<file path="src/rtl/if_pkg.sv">
// ---------------------------------------------------------------------------
// if_pkg
// Definitions shared by the instruction-fetch stage and its neighbours.
//   PC_W / IR_W     : program-counter and instruction widths (decode uses them too)
//   DEF_RESET_PC    : default PC after reset
//   DEF_NOP_WORD    : default bubble instruction
//   if_state_e      : fetch FSM states
//   if_dof_t        : contents of the IF/DOF pipeline latch
//   pc_inc()        : word-addressed PC increment, wraps at 2**PC_W
// ---------------------------------------------------------------------------
package if_pkg;

  localparam int PC_W = 16;
  localparam int IR_W = 32;

  localparam logic [PC_W-1:0] DEF_RESET_PC = 16'h0000;
  localparam logic [IR_W-1:0] DEF_NOP_WORD = 32'h0000_0000;

  typedef enum logic [1:0] {
    S_FETCH = 2'd0,  // request outstanding at the current PC
    S_HOLD  = 2'd1,  // word parked in the skid buffer while decode stalls
    S_DRAIN = 2'd2   // waiting out a request made stale by a redirect
  } if_state_e;

  typedef struct packed {
    logic [PC_W-1:0] pc_1;
    logic [IR_W-1:0] ir;
    logic            valid;
  } if_dof_t;

  function automatic logic [PC_W-1:0] pc_inc(input logic [PC_W-1:0] pc);
    return pc + PC_W'(1);
  endfunction

endpackage

</file>
<file path="src/rtl/if_dof_latch.sv">
// ---------------------------------------------------------------------------
// if_dof_latch
// IF/DOF pipeline register. Flush turns the latch into a bubble (NOP, not
// valid) while keeping pc_1; load captures a new instruction; otherwise holds.
// Ports:
//   i_clk, i_rst      clock, synchronous active-low reset
//   i_load           capture i_pc_1 / i_ir as a valid instruction
//   i_flush          insert a bubble (wins over i_load)
//   i_pc_1, i_ir     data to capture
//   o_pc_1, o_ir     latch contents
//   o_valid          latch holds a real instruction
// ---------------------------------------------------------------------------
module if_dof_latch
  import if_pkg::*;
#(
  parameter logic [IR_W-1:0] NOP_WORD = DEF_NOP_WORD
) (
  input  logic            i_clk,
  input  logic            i_rst,
  input  logic            i_load,
  input  logic            i_flush,
  input  logic [PC_W-1:0] i_pc_1,
  input  logic [IR_W-1:0] i_ir,
  output logic [PC_W-1:0] o_pc_1,
  output logic [IR_W-1:0] o_ir,
  output logic            o_valid
);

  if_dof_t r_latch;

  always_ff @(posedge i_clk) begin
    if (!i_rst) begin
      r_latch.pc_1  <= '0;
      r_latch.ir    <= NOP_WORD;
      r_latch.valid <= 1'b0;
    end else if (i_flush) begin
      // pc_1 deliberately kept: a bubble carries no address of its own
      r_latch.ir    <= NOP_WORD;
      r_latch.valid <= 1'b0;
    end else if (i_load) begin
      r_latch.pc_1  <= i_pc_1;
      r_latch.ir    <= i_ir;
      r_latch.valid <= 1'b1;
    end
  end

  assign o_pc_1  = r_latch.pc_1;
  assign o_ir    = r_latch.ir;
  assign o_valid = r_latch.valid;

endmodule

</file>
<file path="src/rtl/if_stage.sv">
// ---------------------------------------------------------------------------
// if_stage
// Instruction fetch: owns the PC, talks to a variable-latency instruction
// memory and fills the IF/DOF latch. Handles decode stalls through a one-entry
// skid buffer and EX redirects (flush). Memory requests are never aborted; a
// redirect that arrives mid-request waits in DRAIN for the stale reply.
// Ports:
//   i_clk, i_rst           clock, synchronous active-low reset
//   i_stall                decode stall, hold the IF/DOF latch
//   i_redirect             taken branch/jump from EX (highest priority)
//   i_redirect_pc          new fetch address, valid with i_redirect
//   o_imem_req             fetch request, held until i_imem_ready
//   o_imem_addr            fetch address (= PC)
//   i_imem_ready           i_imem_rdata valid, completes the request
//   i_imem_rdata           fetched instruction word
//   o_pc_1, o_ir, o_if_valid   IF/DOF latch outputs
// ---------------------------------------------------------------------------
module if_stage
  import if_pkg::*;
#(
  parameter logic [PC_W-1:0] RESET_PC = DEF_RESET_PC,
  parameter logic [IR_W-1:0] NOP_WORD = DEF_NOP_WORD
) (
  input  logic            i_clk,
  input  logic            i_rst,
  input  logic            i_stall,
  input  logic            i_redirect,
  input  logic [PC_W-1:0] i_redirect_pc,
  output logic            o_imem_req,
  output logic [PC_W-1:0] o_imem_addr,
  input  logic            i_imem_ready,
  input  logic [IR_W-1:0] i_imem_rdata,
  output logic [PC_W-1:0] o_pc_1,
  output logic [IR_W-1:0] o_ir,
  output logic            o_if_valid
);

  if_state_e       r_state, w_state_next;
  logic [PC_W-1:0] r_pc, w_pc_next;
  logic [PC_W-1:0] r_target, w_target_next;
  logic [PC_W-1:0] r_skid_pc1, w_skid_pc1_next;
  logic [IR_W-1:0] r_skid_ir, w_skid_ir_next;

  logic            w_req;
  logic            w_ready;
  logic [PC_W-1:0] w_pc_inc;
  logic            w_lat_load;
  logic            w_lat_flush;
  logic [PC_W-1:0] w_lat_pc1;
  logic [IR_W-1:0] w_lat_ir;

  // Request is forced low whenever reset is asserted, so a reply that turns
  // up while nothing is requested (e.g. straight after reset) is ignored.
  assign w_req    = i_rst && (r_state != S_HOLD);
  assign w_ready  = i_imem_ready && w_req;
  assign w_pc_inc = pc_inc(r_pc);

  assign o_imem_req  = w_req;
  assign o_imem_addr = r_pc;

  always_comb begin
    w_state_next    = r_state;
    w_pc_next       = r_pc;
    w_target_next   = r_target;
    w_skid_pc1_next = r_skid_pc1;
    w_skid_ir_next  = r_skid_ir;
    w_lat_load      = 1'b0;
    w_lat_flush     = 1'b0;
    w_lat_pc1       = w_pc_inc;
    w_lat_ir        = i_imem_rdata;

    if (i_redirect) begin
      w_lat_flush     = 1'b1;
      w_skid_pc1_next = '0;
      w_skid_ir_next  = NOP_WORD;
      unique case (r_state)
        S_FETCH: begin
          if (w_ready) begin
            // reply completing this cycle belongs to the old path: dropped
            w_pc_next    = i_redirect_pc;
            w_state_next = S_FETCH;
          end else begin
            w_target_next = i_redirect_pc;
            w_state_next  = S_DRAIN;
          end
        end
        S_HOLD: begin
          w_pc_next    = i_redirect_pc;
          w_state_next = S_FETCH;
        end
        S_DRAIN: begin
          if (w_ready) begin
            w_pc_next    = i_redirect_pc;
            w_state_next = S_FETCH;
          end else begin
            w_target_next = i_redirect_pc;
          end
        end
        default: w_state_next = S_FETCH;
      endcase
    end else begin
      unique case (r_state)
        S_FETCH: begin
          if (w_ready && !i_stall) begin
            w_lat_load = 1'b1;
            w_pc_next  = w_pc_inc;
          end else if (w_ready) begin
            // decode busy: park the word, stop requesting until released
            w_skid_ir_next  = i_imem_rdata;
            w_skid_pc1_next = w_pc_inc;
            w_state_next    = S_HOLD;
          end else if (!i_stall) begin
            w_lat_flush = 1'b1;
          end
        end
        S_HOLD: begin
          if (!i_stall) begin
            w_lat_load   = 1'b1;
            w_lat_pc1    = r_skid_pc1;
            w_lat_ir     = r_skid_ir;
            w_pc_next    = w_pc_inc;
            w_state_next = S_FETCH;
          end
        end
        S_DRAIN: begin
          w_lat_flush = 1'b1;
          if (w_ready) begin
            w_pc_next    = r_target;
            w_state_next = S_FETCH;
          end
        end
        default: w_state_next = S_FETCH;
      endcase
    end
  end

  always_ff @(posedge i_clk) begin
    if (!i_rst) begin
      r_state    <= S_FETCH;
      r_pc       <= RESET_PC;
      r_target   <= RESET_PC;
      r_skid_pc1 <= '0;
      r_skid_ir  <= NOP_WORD;
    end else begin
      r_state    <= w_state_next;
      r_pc       <= w_pc_next;
      r_target   <= w_target_next;
      r_skid_pc1 <= w_skid_pc1_next;
      r_skid_ir  <= w_skid_ir_next;
    end
  end

  if_dof_latch #(
    .NOP_WORD(NOP_WORD)
  ) u_latch (
    .i_clk  (i_clk),
    .i_rst  (i_rst),
    .i_load (w_lat_load),
    .i_flush(w_lat_flush),
    .i_pc_1 (w_lat_pc1),
    .i_ir   (w_lat_ir),
    .o_pc_1 (o_pc_1),
    .o_ir   (o_ir),
    .o_valid(o_if_valid)
  );

endmodule

</file>
<file path="config.mk">
export PLATFORM = sky130hd
export DESIGN_NAME = if_stage
export DESIGN_NICKNAME = d
export VERILOG_FILES = /design/src/rtl/if_pkg.sv /design/src/rtl/if_dof_latch.sv /design/src/rtl/if_stage.sv
export SDC_FILE = /design/constraint.sdc
export NUM_CORES = 1
export LEC_CHECK = 0
export CAP_MARGIN = 20
export CORE_MARGIN = 4
export CORE_UTILIZATION = 46
export CTS_CLUSTER_DIAMETER = 50
export CTS_CLUSTER_SIZE = 8
export DETAILED_ROUTE_END_ITERATION = 8
export GPL_ROUTABILITY_DRIVEN = 1
export GPL_TIMING_DRIVEN = 1
export PLACE_DENSITY = 0.76
export SLEW_MARGIN = 25
export SYNTH_ARGS = -nofsm -noshare
export SYNTH_HDL_FRONTEND = slang
export SYNTH_SLANG_ARGS = --single-unit
</file>
<file path="constraint.sdc">
create_clock -name i_clk -period 1.7 [get_ports i_clk]
set_input_delay 0.34 -clock i_clk [delete_from_list [all_inputs] [get_ports i_clk]]
set_output_delay 0.34 -clock i_clk [all_outputs]
set_load 0.005 [all_outputs]
</file>
### Word level (Yosys, flattened, before mapping)

Cells that the tools add are included.

* memories kept: 0
* word-level logic and storage cells: 66
* input port bits: 53
* register bits: 131
* bits in latches: 0
* ROM bits: 0
* bits in writable memories: 0

* bitwise gates (word level): 4
* multiplexer cells: 29
* magnitude comparators: 0
* add/sub/neg operators: 1
* divide/modulo/power cells: 0
* multipliers: 0
* equality and inequality tests: 10
* reductions and logical operators: 14
* shift-type cells: 0

Operators with widths (number)
* $mux 16: 8
* $mux 32: 3
* $pmux 16 s3: 1
* $pmux 16 s2: 1
* $add 16x1->16 const B: 1
* $ne 3x3->1 const B: 5
* $mux 2: 6
* $reduce_and 3->1: 3
* $mux 1: 6
* $ne 3x2->1 const B: 2
* $pmux 2 s3: 1
* $reduce_and 6->1: 1
* $reduce_or 2->1: 3
* $not 1->1: 4
* $pmux 1 s2: 2
* $pmux 2 s2: 1
* $reduce_bool 4->1: 1
* $logic_and 1x1->1: 3
* $eq 2x1->1 const B: 1
* $eq 2x2->1 const B: 1
* $logic_not 2->1: 1
* $ne 2x1->1 const B: 1
* $reduce_and 2->1: 1
* $logic_not 1->1: 1

### Longest topological paths before layout

Gate-level depths: netlist (run 1).

* depth in word-level cells: 9
* gate-level depth with buffers: 6
* mapped depth without buffers: 5

### By module

A second synthesis (run 1) with hierarchy kept.

* cells, all modules: 709
* area, all modules: 5906.9 sq um

By module, submodules not included
* if_stage: seq. area each 1641.6 sq um, cells an instance 530, area each 4086.4 sq um, instances 1
* if_dof_latch: seq. area each 980.9 sq um, cells an instance 179, area each 1820.5 sq um, instances 1

### Least setup slack after synthesis (run 1)

Ideal clock, no wire load.

* path type: reg2reg
* start point: reg r_pc[0], in the netlist o_imem_addr[0]
* end point: reg u_latch.r_latch (netlist bit u_latch.o_pc_1[14])
* setup time: 0.128 ns
* arrival time: 1.611 ns
* setup slack: -0.039 ns
* data required time: 1.572 ns
* stages on the path, launching flop included: 6
* buffers on the path: 0
* cells stage by stage: dfxtp_1 -> ha_1 -> nand3_1 -> nor4_1 -> xnor2_1 -> o211ai_1

* word-level cells in the longest chain between the ends: 4

Ends and longest elaborated chain
* start: declaration: line if_stage.sv:39 `logic [PC_W-1:0] r_pc, w_pc_next;`
* start signal: assignment: line if_stage.sv:146 `r_pc <= w_pc_next;`
* $add 16x1->16 (*): line if_pkg.sv:32 `return pc + PC_W'(1);`
* $mux 16: line if_stage.sv:117 `if (!i_stall) begin`
* $mux 16: line if_stage.sv:102 `unique case (r_state)`
* $mux 16 (*): line if_stage.sv:72 `if (i_redirect) begin`
* end: declaration: line if_dof_latch.sv:29 `if_dof_t r_latch;`

Every way passes the cells marked *; elsewhere a longest branch is shown, timed or not.
A chain may end at the register's enable or synchronous reset.

### Worst setup path after layout (run 1)

* start point: reg r_state[0]
* end point: reg u_latch.r_latch (netlist bit u_latch.o_pc_1[8])

* word-level cells in the longest chain between the ends: 9
* elaborated cells on any way between the ends: 18

Ends and longest elaborated chain
* start: declaration: line if_stage.sv:38 `if_state_e r_state, w_state_next;`
* start signal: assignment: line if_stage.sv:145 `r_state <= w_state_next;`
* $ne 2x1->1: line if_stage.sv:54 `assign w_req = i_rst && (r_state != S_HOLD);`
* $logic_and 1x1->1: line if_stage.sv:54
* $logic_and 1x1->1: line if_stage.sv:55 `assign w_ready = i_imem_ready && w_req;`
* $mux 1 or $logic_and 1x1->1 (tied branches): line if_stage.sv:107, if_stage.sv:104
* $mux 1: line if_stage.sv:104 `if (w_ready && !i_stall) begin`
* $pmux 1 s2: line if_stage.sv:102
* $mux 1: line if_stage.sv:72
* $not 1->1 (no source line)
* $reduce_and 2->1 (no source line)

Several ways; a longest one is shown, not always the timed one.

==> metrics.md, run 1 <==
| Metric | Value |
|---|---|
| Status | finished, violations left |
| Violations in the final reports | setup timing |
| Synth cell count leaders | 131 x dfxtp_1, 123 x nand2_1, 73 x a21oi_1 |
| Ant diodes | 0 |
| Final Setup Violations | 1 |
| Area share of the largest cell type after synthesis | 0.4708 |
| Hold/Removal Path Class | reg -> reg |
| DRT Pass-1 Iters | 6 |
| Ratio of cells with drive above 1 in the final layout | 0.2094 |
| CP endpoint | u_latch.o_pc_1[8] |
| Largest net degree at the start of global routing | 43 |
| RePlAce Congestion | 0.8613 |
| Unique masters post-synth | 51 |
| Startpoint Class | flop |
| Crit-path slowest cell | o41ai_2 |
| Clock Path Buffers | 2 |
| Slew @ Worst Pin | 0.4733 ns |
| Width of the die | 118.0 um |
| Stages on worst setup path | 7 |
| Hold buffers post-CTS | 0 |
| Data arrival time of the critical path | 2.05 ns |
| Die area | 13930 um^2 |
| IR Drop Worst-Case VDD | 894.0 uV |
| Worst Path Buf+Inv | 4 |
| Avg Inst Size Synth | 8.376 um^2 |
| #FFs+latches synth | 131 |
| Area contributors post-synth | dfxtp_1 47%, nand2_1 8.3%, a21oi_1 6.6%, mux2i_1 6.1%, a211oi_1 4.9% |
| Dominant cell type by area after synthesis | dfxtp_1 |
| Crit Path Class | reg -> reg |
| Total Wirelength | 18620 um |
| Power Density | 888.0 nW/um^2 |
| Top Ports | 119 |
| DR vias/cell | 5.865 |
| WL/cell | 18.65 um |
| Delay of the slowest cell on the worst path | 0.43 ns |
| Worst path most repeated cell | buf_4 |
| Max Fclk | 0.5663 GHz |
| DRC violations left | 0 |
| Cell Area, Synth | 5570 um^2 |
| Post-route ant nets | 0 |
| Rel. slew slack | 0.6822 |
| Hold slack | 0.4537 ns |
| Setup TNS | -0.06582 ns |
| Vias in the first global route | 5738 |
| Initial Utilization | 0.4796 |
| Asr flop ratio synth | 0 |
| Number of synthesized flops with an enable pin | 0 |
| Total track usage | 0.2449 |
| Layout Nets | 897 |
| RSZ-0062 raised after global routing | true |
| Worst path cell trace | buf_6 > buf_8 > buf_4 > nor4b_4 > buf_4 > nor3_1 > o41ai_2 |
| Fin crit share | 1.039 |
| Pre-CTS setup slack | -0.6180 ns |
| CTS tree | done |
| Post-DP HPWL | 11500 um |
| First-pass GRT wire length | 27990 um |
| Final Hold Vio Count | 0 |
| Leakage | 3.338 nW |
| CTS Sinks | 131 |
| R2R Path Start | r_state[0] |
| Cells after Synth | 665 |
| Min cycle time layout | 1.766 ns |
| Final Worst Setup Slack | -0.06582 ns |
| Syn_nets | 719 |
| Reg clk slew, reported paths | 0.06 ns |
| Max_cap viols | 0 |
| Top-count cell post-synth | dfxtp_1 |
| Seq/Total Area, Yosys | 0.4708 |
| Die H | 118.0 um |
| DR iter-0 viols | 612 |
| Crit path from | r_state[0] |
| Cell Rows | 39 |
| Critical R2R Capture | u_latch.o_pc_1[8] |
| Core area | 11610 um^2 |
| I/O Buffers | 118 |
| Max-slew violations | 0 |
| Max FO, Critical Path | 7 |
| Overflow after GRT | 0 |
| Kind of cell adding the most delay to the critical path | buffers and inverters |
| WP data required | 1.99 ns |
| Num CTS Buffers | 17 |
| Routed vias | 5853 |
| H-tree levels | 4 |
| Worst Setup End Kind | flop |
| R2r setup slk | -0.07 ns |
| Clk_lat worst skew | 0.41 ns |
| Root Buffer | clkbuf_16 |
| Yosys warning total | 0 |
| Synth-to-Final Area Change | 53.32% |
| Final setup skew | 0.008011 ns |
| Initial antenna violation count | 0 |
| Register-to-Register Path Depth | 7 |
| Synth Flop Type | dfxtp_1 |
## kinds of logic after synthesis
kind of cell | synth area share
muxes | 0.06312
buffers and inverters | 0.04200
AOI/OAI and AO/OA | 0.2093
and+or+nand+nor | 0.1952
xor gates and xnor gates | 0.01730
adders and majority gates | 0.002246
DFF | 0.4708
## worst register-to-register path: cells and delay by family (launching register included)
kind	cells	cell delay, ns
compound gates	1	0.43
buf+inv	4	0.61
flops	1	0.33
simple gates	2	0.29
## power by group
part,total [mW],switching [mW],internal [mW]
Clock,3.42,1.37,2.05
Combinational,0.955,0.480,0.475
Sequential,3.21,0.0577,3.15
## sequential cells by signal, indices dropped and copies added, names as in the netlist
| signal | flops |
|---|---|
| u_latch.o_valid | 1 |
| u_latch.o_pc_1 | 16 |
| o_imem_addr | 16 |
| u_latch.o_ir | 32 |
| r_state | 2 |
| r_skid_ir | 32 |
| r_skid_pc1 | 16 |
| r_target | 16 |
## metal layers
| layer | routed length [um] | vias to the layer above | global-route usage |
|---|---|---|---|
| li1 | - | 2738 | - |
| met1 | 7616 | 2807 | 0.2987 |
| met2 | 9139 | 263 | 0.4118 |
| met3 | 1375 | 45 | 0.06439 |
| met4 | 484 | 0 | 0.09744 |
| met5 | 0 | - | 0 |
## cell type report
type	instances	area, um^2
well taps	143	178.9
flip-flops and latches	131	2649
clock inverters	11	105.1
fillers	778	3073
multi-input cells	477	2957
inverters	6	26.28
clock buffers	20	446.7
repair buffers	210	2178
## through the flow
step                      instances  area (um^2)  utilization  power (mW)
after floorplan                 665         5570            -       3.640
after global placement          948         7411       0.6381       4.082
after detailed placement        948         7411       0.6381       4.105
after CTS                       991         8213       0.7072       7.525
after global routing            998         8541       0.7354       7.814
final                           998         8541       0.7354       7.584
## placed cells by master (no fill, tap or decap), types with 3 or more instances in the layout
cell and instances:
clkinvlp_4 5, clkdlybuf4s50_1 104, nand2b_1 4, buf_12 14, o21a_1 9, buf_4 60, mux2i_1 34, o21ai_0 16
o221ai_1 6, a222oi_1 6, nor4_1 3, nor2_1 56, nand2_1 121, dfxtp_2 9, buf_6 12, nand4_1 3
nor3_1 25, a211oi_2 11, nand3_1 13, xnor2_1 10, and2_1 3, nor3_2 3, dlymetal6s2s_1 6, dlygate4sd2_1 7
a21oi_1 70, inv_6 3, inv_1 4, dfxtp_1 118, o211ai_1 7, o22ai_1 6, clkbuf_16 19, dfxtp_4 4
a211oi_1 25
## how the worst min path moves through the flow
stage                       start             to  slack, ns  depth (start not counted)
CTS                  r_skid_ir[2]   r_skid_ir[2]       0.45                          2
global placement      r_target[7]    r_target[7]       0.44                          2
floorplan             r_target[7]    r_target[7]       0.43                          2
global route        r_skid_ir[25]  r_skid_ir[25]       0.47                          2
detailed placement   r_skid_ir[2]   r_skid_ir[2]       0.45                          2
finish              r_skid_ir[18]  r_skid_ir[18]       0.45                          2
## repair_timing
item	in CTS	in global routing
setup endpoints to repair	66	104
gates resized for setup	44	53
buffers inserted	10	5
cloned	2	3
pin swaps	4	6
endpoints found under the hold margin	0	0
No activity file was read; power rests on OpenSTA's default activity.
==> run 2, diff against run 1 <==
- CORE_UTILIZATION: 46 -> 50
- DONT_BUFFER_PORTS: unset -> 1
- PLACE_DENSITY: 0.76 -> 0.68
==> run 2 against run 1 <==
The flow still finishes with violations (setup timing). Sequential power barely moved. Global-route usage grew 1.0 points. Cell count decreased by 8.8%. Non-clock buffer count down 86. Sequential cell count did not move. Critical path depth increased by 1. Wire length is 6.3% lower. Via count decreased by 6.5%. Utilization decreased by 3.1 points. Sequential share of layout area increased by 3.2 points. Design area down 10%. Die area down 7.5%. Largest power group unchanged.
==> metrics.md, run 2 (synthesis gave the netlist of run 1 again) <==
| Metric | Value |
|---|---|
| Width of the die | 113.6 um (-3.8%) |
| DR iter-0 viols | 519 (-15%) |
| Final Worst Setup Slack | -0.08058 ns (-0.01476 ns) |
| Final Hold Vio Count | 0 (unchanged) |
| Post-DP HPWL | 10410 um (-9.5%) |
| WL/cell | 19.16 um (+2.7%) |
| Met1 Use GR | 0.3112 (+0.01247) |
| Hold/Removal Path Class | in -> reg |
| Post-Place Cells | 809 (-15%) |
| Total Wirelength | 17440 um (-6.3%) |
| Worst Setup End Kind | flop |
| Commonest non-fill, non-tap cell in the layout | dfxtp_1 |
| M2 GR Usage | 0.4197 (+0.007924) |
| Root Buffer | clkbuf_8 |
| Clk_lat worst skew | 0.54 ns (+0.13 ns) |
| Max Fclk | 0.5616 GHz (-0.83%) |
| CTS tree | done |
| Leakage | 2.891 nW (-13%) |
| Die H | 113.6 um (-3.8%) |
| Non-filler cells, final | 910 (-8.8%) |
| I/O Buffers | 0 (-100%) |
| Slew @ Worst Pin | 0.9347 ns (+0.4613 ns) |
| Total track usage | 0.2553 (+0.01046) |
| Largest net degree at the start of global routing | 42 (-2.3%) |
| IR Drop Worst-Case VDD | 746.0 uV (-17%) |
| Final Setup Violations | 1 (unchanged) |
| DR vias/cell | 6.012 (+2.5%) |
| Post-route ant nets | 0 (unchanged) |
| RePlAce Congestion | 0.8443 (-2.0%) |
| Register-to-Register Path Depth | 8 (+1) |
| Final setup skew | 0.01286 ns (+0.004849 ns) |
| Crit Path Class | reg -> reg |
| Startpoint Class | flop |
| Power Density | 1020 nW/um^2 (+15%) |
| First-pass GRT wire length | 26190 um (-6.4%) |
| Clock Path Buffers | 2 (unchanged) |
| CTS Sinks | 131 (unchanged) |
| Hold Path Depth | 2 (unchanged) |
| Num CTS Buffers | 17 (unchanged) |
| Leading cell types in the layout, fill and taps excluded | 130 x dfxtp_1, 120 x nand2_1, 71 x a21oi_1 |
| Die area | 12890 um^2 (-7.5%) |
| Rel. slew slack | 0.3748 (-0.3073) |
| M3 GR Usage | 0.07109 (+0.006695) |
| WP data required | 2.12 ns (+0.13 ns) |
| Initial antenna violation count | 0 (unchanged) |
| Top Ports | 119 (unchanged) |
| DRC violations left | 0 (unchanged) |
| Max FO, Critical Path | 8 (+1) |
| DRT Pass-1 Iters | 6 (unchanged) |
| Violations in the final reports | setup timing |
| Initial Utilization | 0.5116 (+0.03197) |
| Layout Nets | 811 (-9.6%) |
| Reg clk slew, reported paths | 0.06 ns (about the same) |
| H-tree levels | 4 (unchanged) |
| Routed vias | 5471 (-6.5%) |
| Data arrival time of the critical path | 2.20 ns (+0.15 ns) |
| Max_cap viols | 0 (unchanged) |
| Synth-to-Final Area Change | 37.62% |
| Core area | 10890 um^2 (-6.2%) |
| Ant diodes | 0 (unchanged) |
| Cell Rows | 38 (-2.6%) |
| Ratio of cells with drive above 1 in the final layout | 0.1870 (-0.02234) |
| Most Used Layer, Global Route | met2 |
| Min cycle time layout | 1.781 ns (+0.01476 ns) |
| Vias in the first global route | 5141 (-10%) |
| Final Util | 0.7041 (-0.03131) |
| Max-slew violations | 0 (unchanged) |
| Overflow after GRT | 0 (unchanged) |
| Status | finished, violations left |
| Fin crit share | 1.047 (+0.008683) |
| Fillers | 792 (+1.8%) |
| RSZ-0062 raised after global routing | true |
-- run 2: cell count changes in the layout (fill, tap and decap cells not counted), sizes merged --
| cell | delta |
|---|---|
| buf | -24 |
| bufbuf | -1 |
| bufinv | +3 |
| clkbuf | +4 |
| clkdlybuf4s50 | -104 |
| clkinvlp | -3 |
| dlygate4sd2 | -7 |
| dlygate4sd3 | +55 |
| dlymetal6s2s | -6 |
| inv | -2 |
-- run 2: timing repair --
action | in CTS | in global routing
resized for setup | 8 | 46
endpoints found under the setup margin | 54 | 98
endpoints found under the hold margin | 74 | 0
hold buffers | 55 | 0
pin swaps | 0 | 24
setup buffers | 0 | 9
gates cloned | 1 | 4
-- run 2: power breakdown --
| part | switching (mW) | internal [mW] | leakage [nW] |
|---|---|---|---|
| Clock | 1.33 | 2.53 | 0.304 |
| Sequential | 0.0615 | 3.15 | 1.06 |
| Combinational | 0.398 | 0.345 | 1.52 |
| Total | 1.79 | 6.03 | 2.89 |
-- run 2: worst paths after layout --
kind                                    start               end  slack (ns)
worst max-delay path               r_state[0]  u_latch.o_ir[26]       -0.08
worst min-delay path                    i_rst      r_target[12]        0.03
worst max register to register     r_state[0]  u_latch.o_ir[26]       -0.08
worst min register to register  r_skid_ir[11]     r_skid_ir[11]        0.45
-- run 2: per-stage QoR --
stage | power (mW) | instance area, um^2 | hold slack, ns | setup slack (ns) | TNS [ns]
2_1_floorplan | 3.640 | 5570 | 0.4312 | -0.03875 | -0.08487
3_3_place_gp | 3.790 | 6053 | 0.4373 | -0.06651 | -1.874
3_5_place_dp | 3.812 | 6053 | 0.4456 | -0.1242 | -3.456
4_1_cts | 7.775 | 7296 | 0.003949 | 0.002486 | 0
5_1_grt | 8.072 | 7666 | 0.02720 | -0.1515 | -0.2863
6_report | 7.820 | 7666 | 0.03030 | -0.08058 | -0.08058
-- run 2: final cells by class --
type	count	area [um^2]	area share
Timing Repair Buffer	124	1272	0.1660
Tap cell	140	175.2	0.02285
Clock buffer	23	476.7	0.06218
Multi-Input combinational cell	477	2945	0.3842
Clock inverter	9	150.1	0.01959
Sequential cell	131	2624	0.3423
Inverter	6	22.52	0.002938
-- run 2: per-layer routing --
layer	vias to the layer above	wire length, um
met4	0	445
met3	40	1463
li1	2563	-
met1	2599	6929
met5	-	0
met2	269	8600
-- run 2: critical path, stage by stage (launching register included) --
cell and delay [ns]:
dfxtp_2 0.34, buf_6 0.13, a21oi_4 0.04, buf_6 0.11, nor4_4 0.34, buf_6 0.21
clkbuf_16 0.16, nor2_1 0.05, a211oi_1 0.28
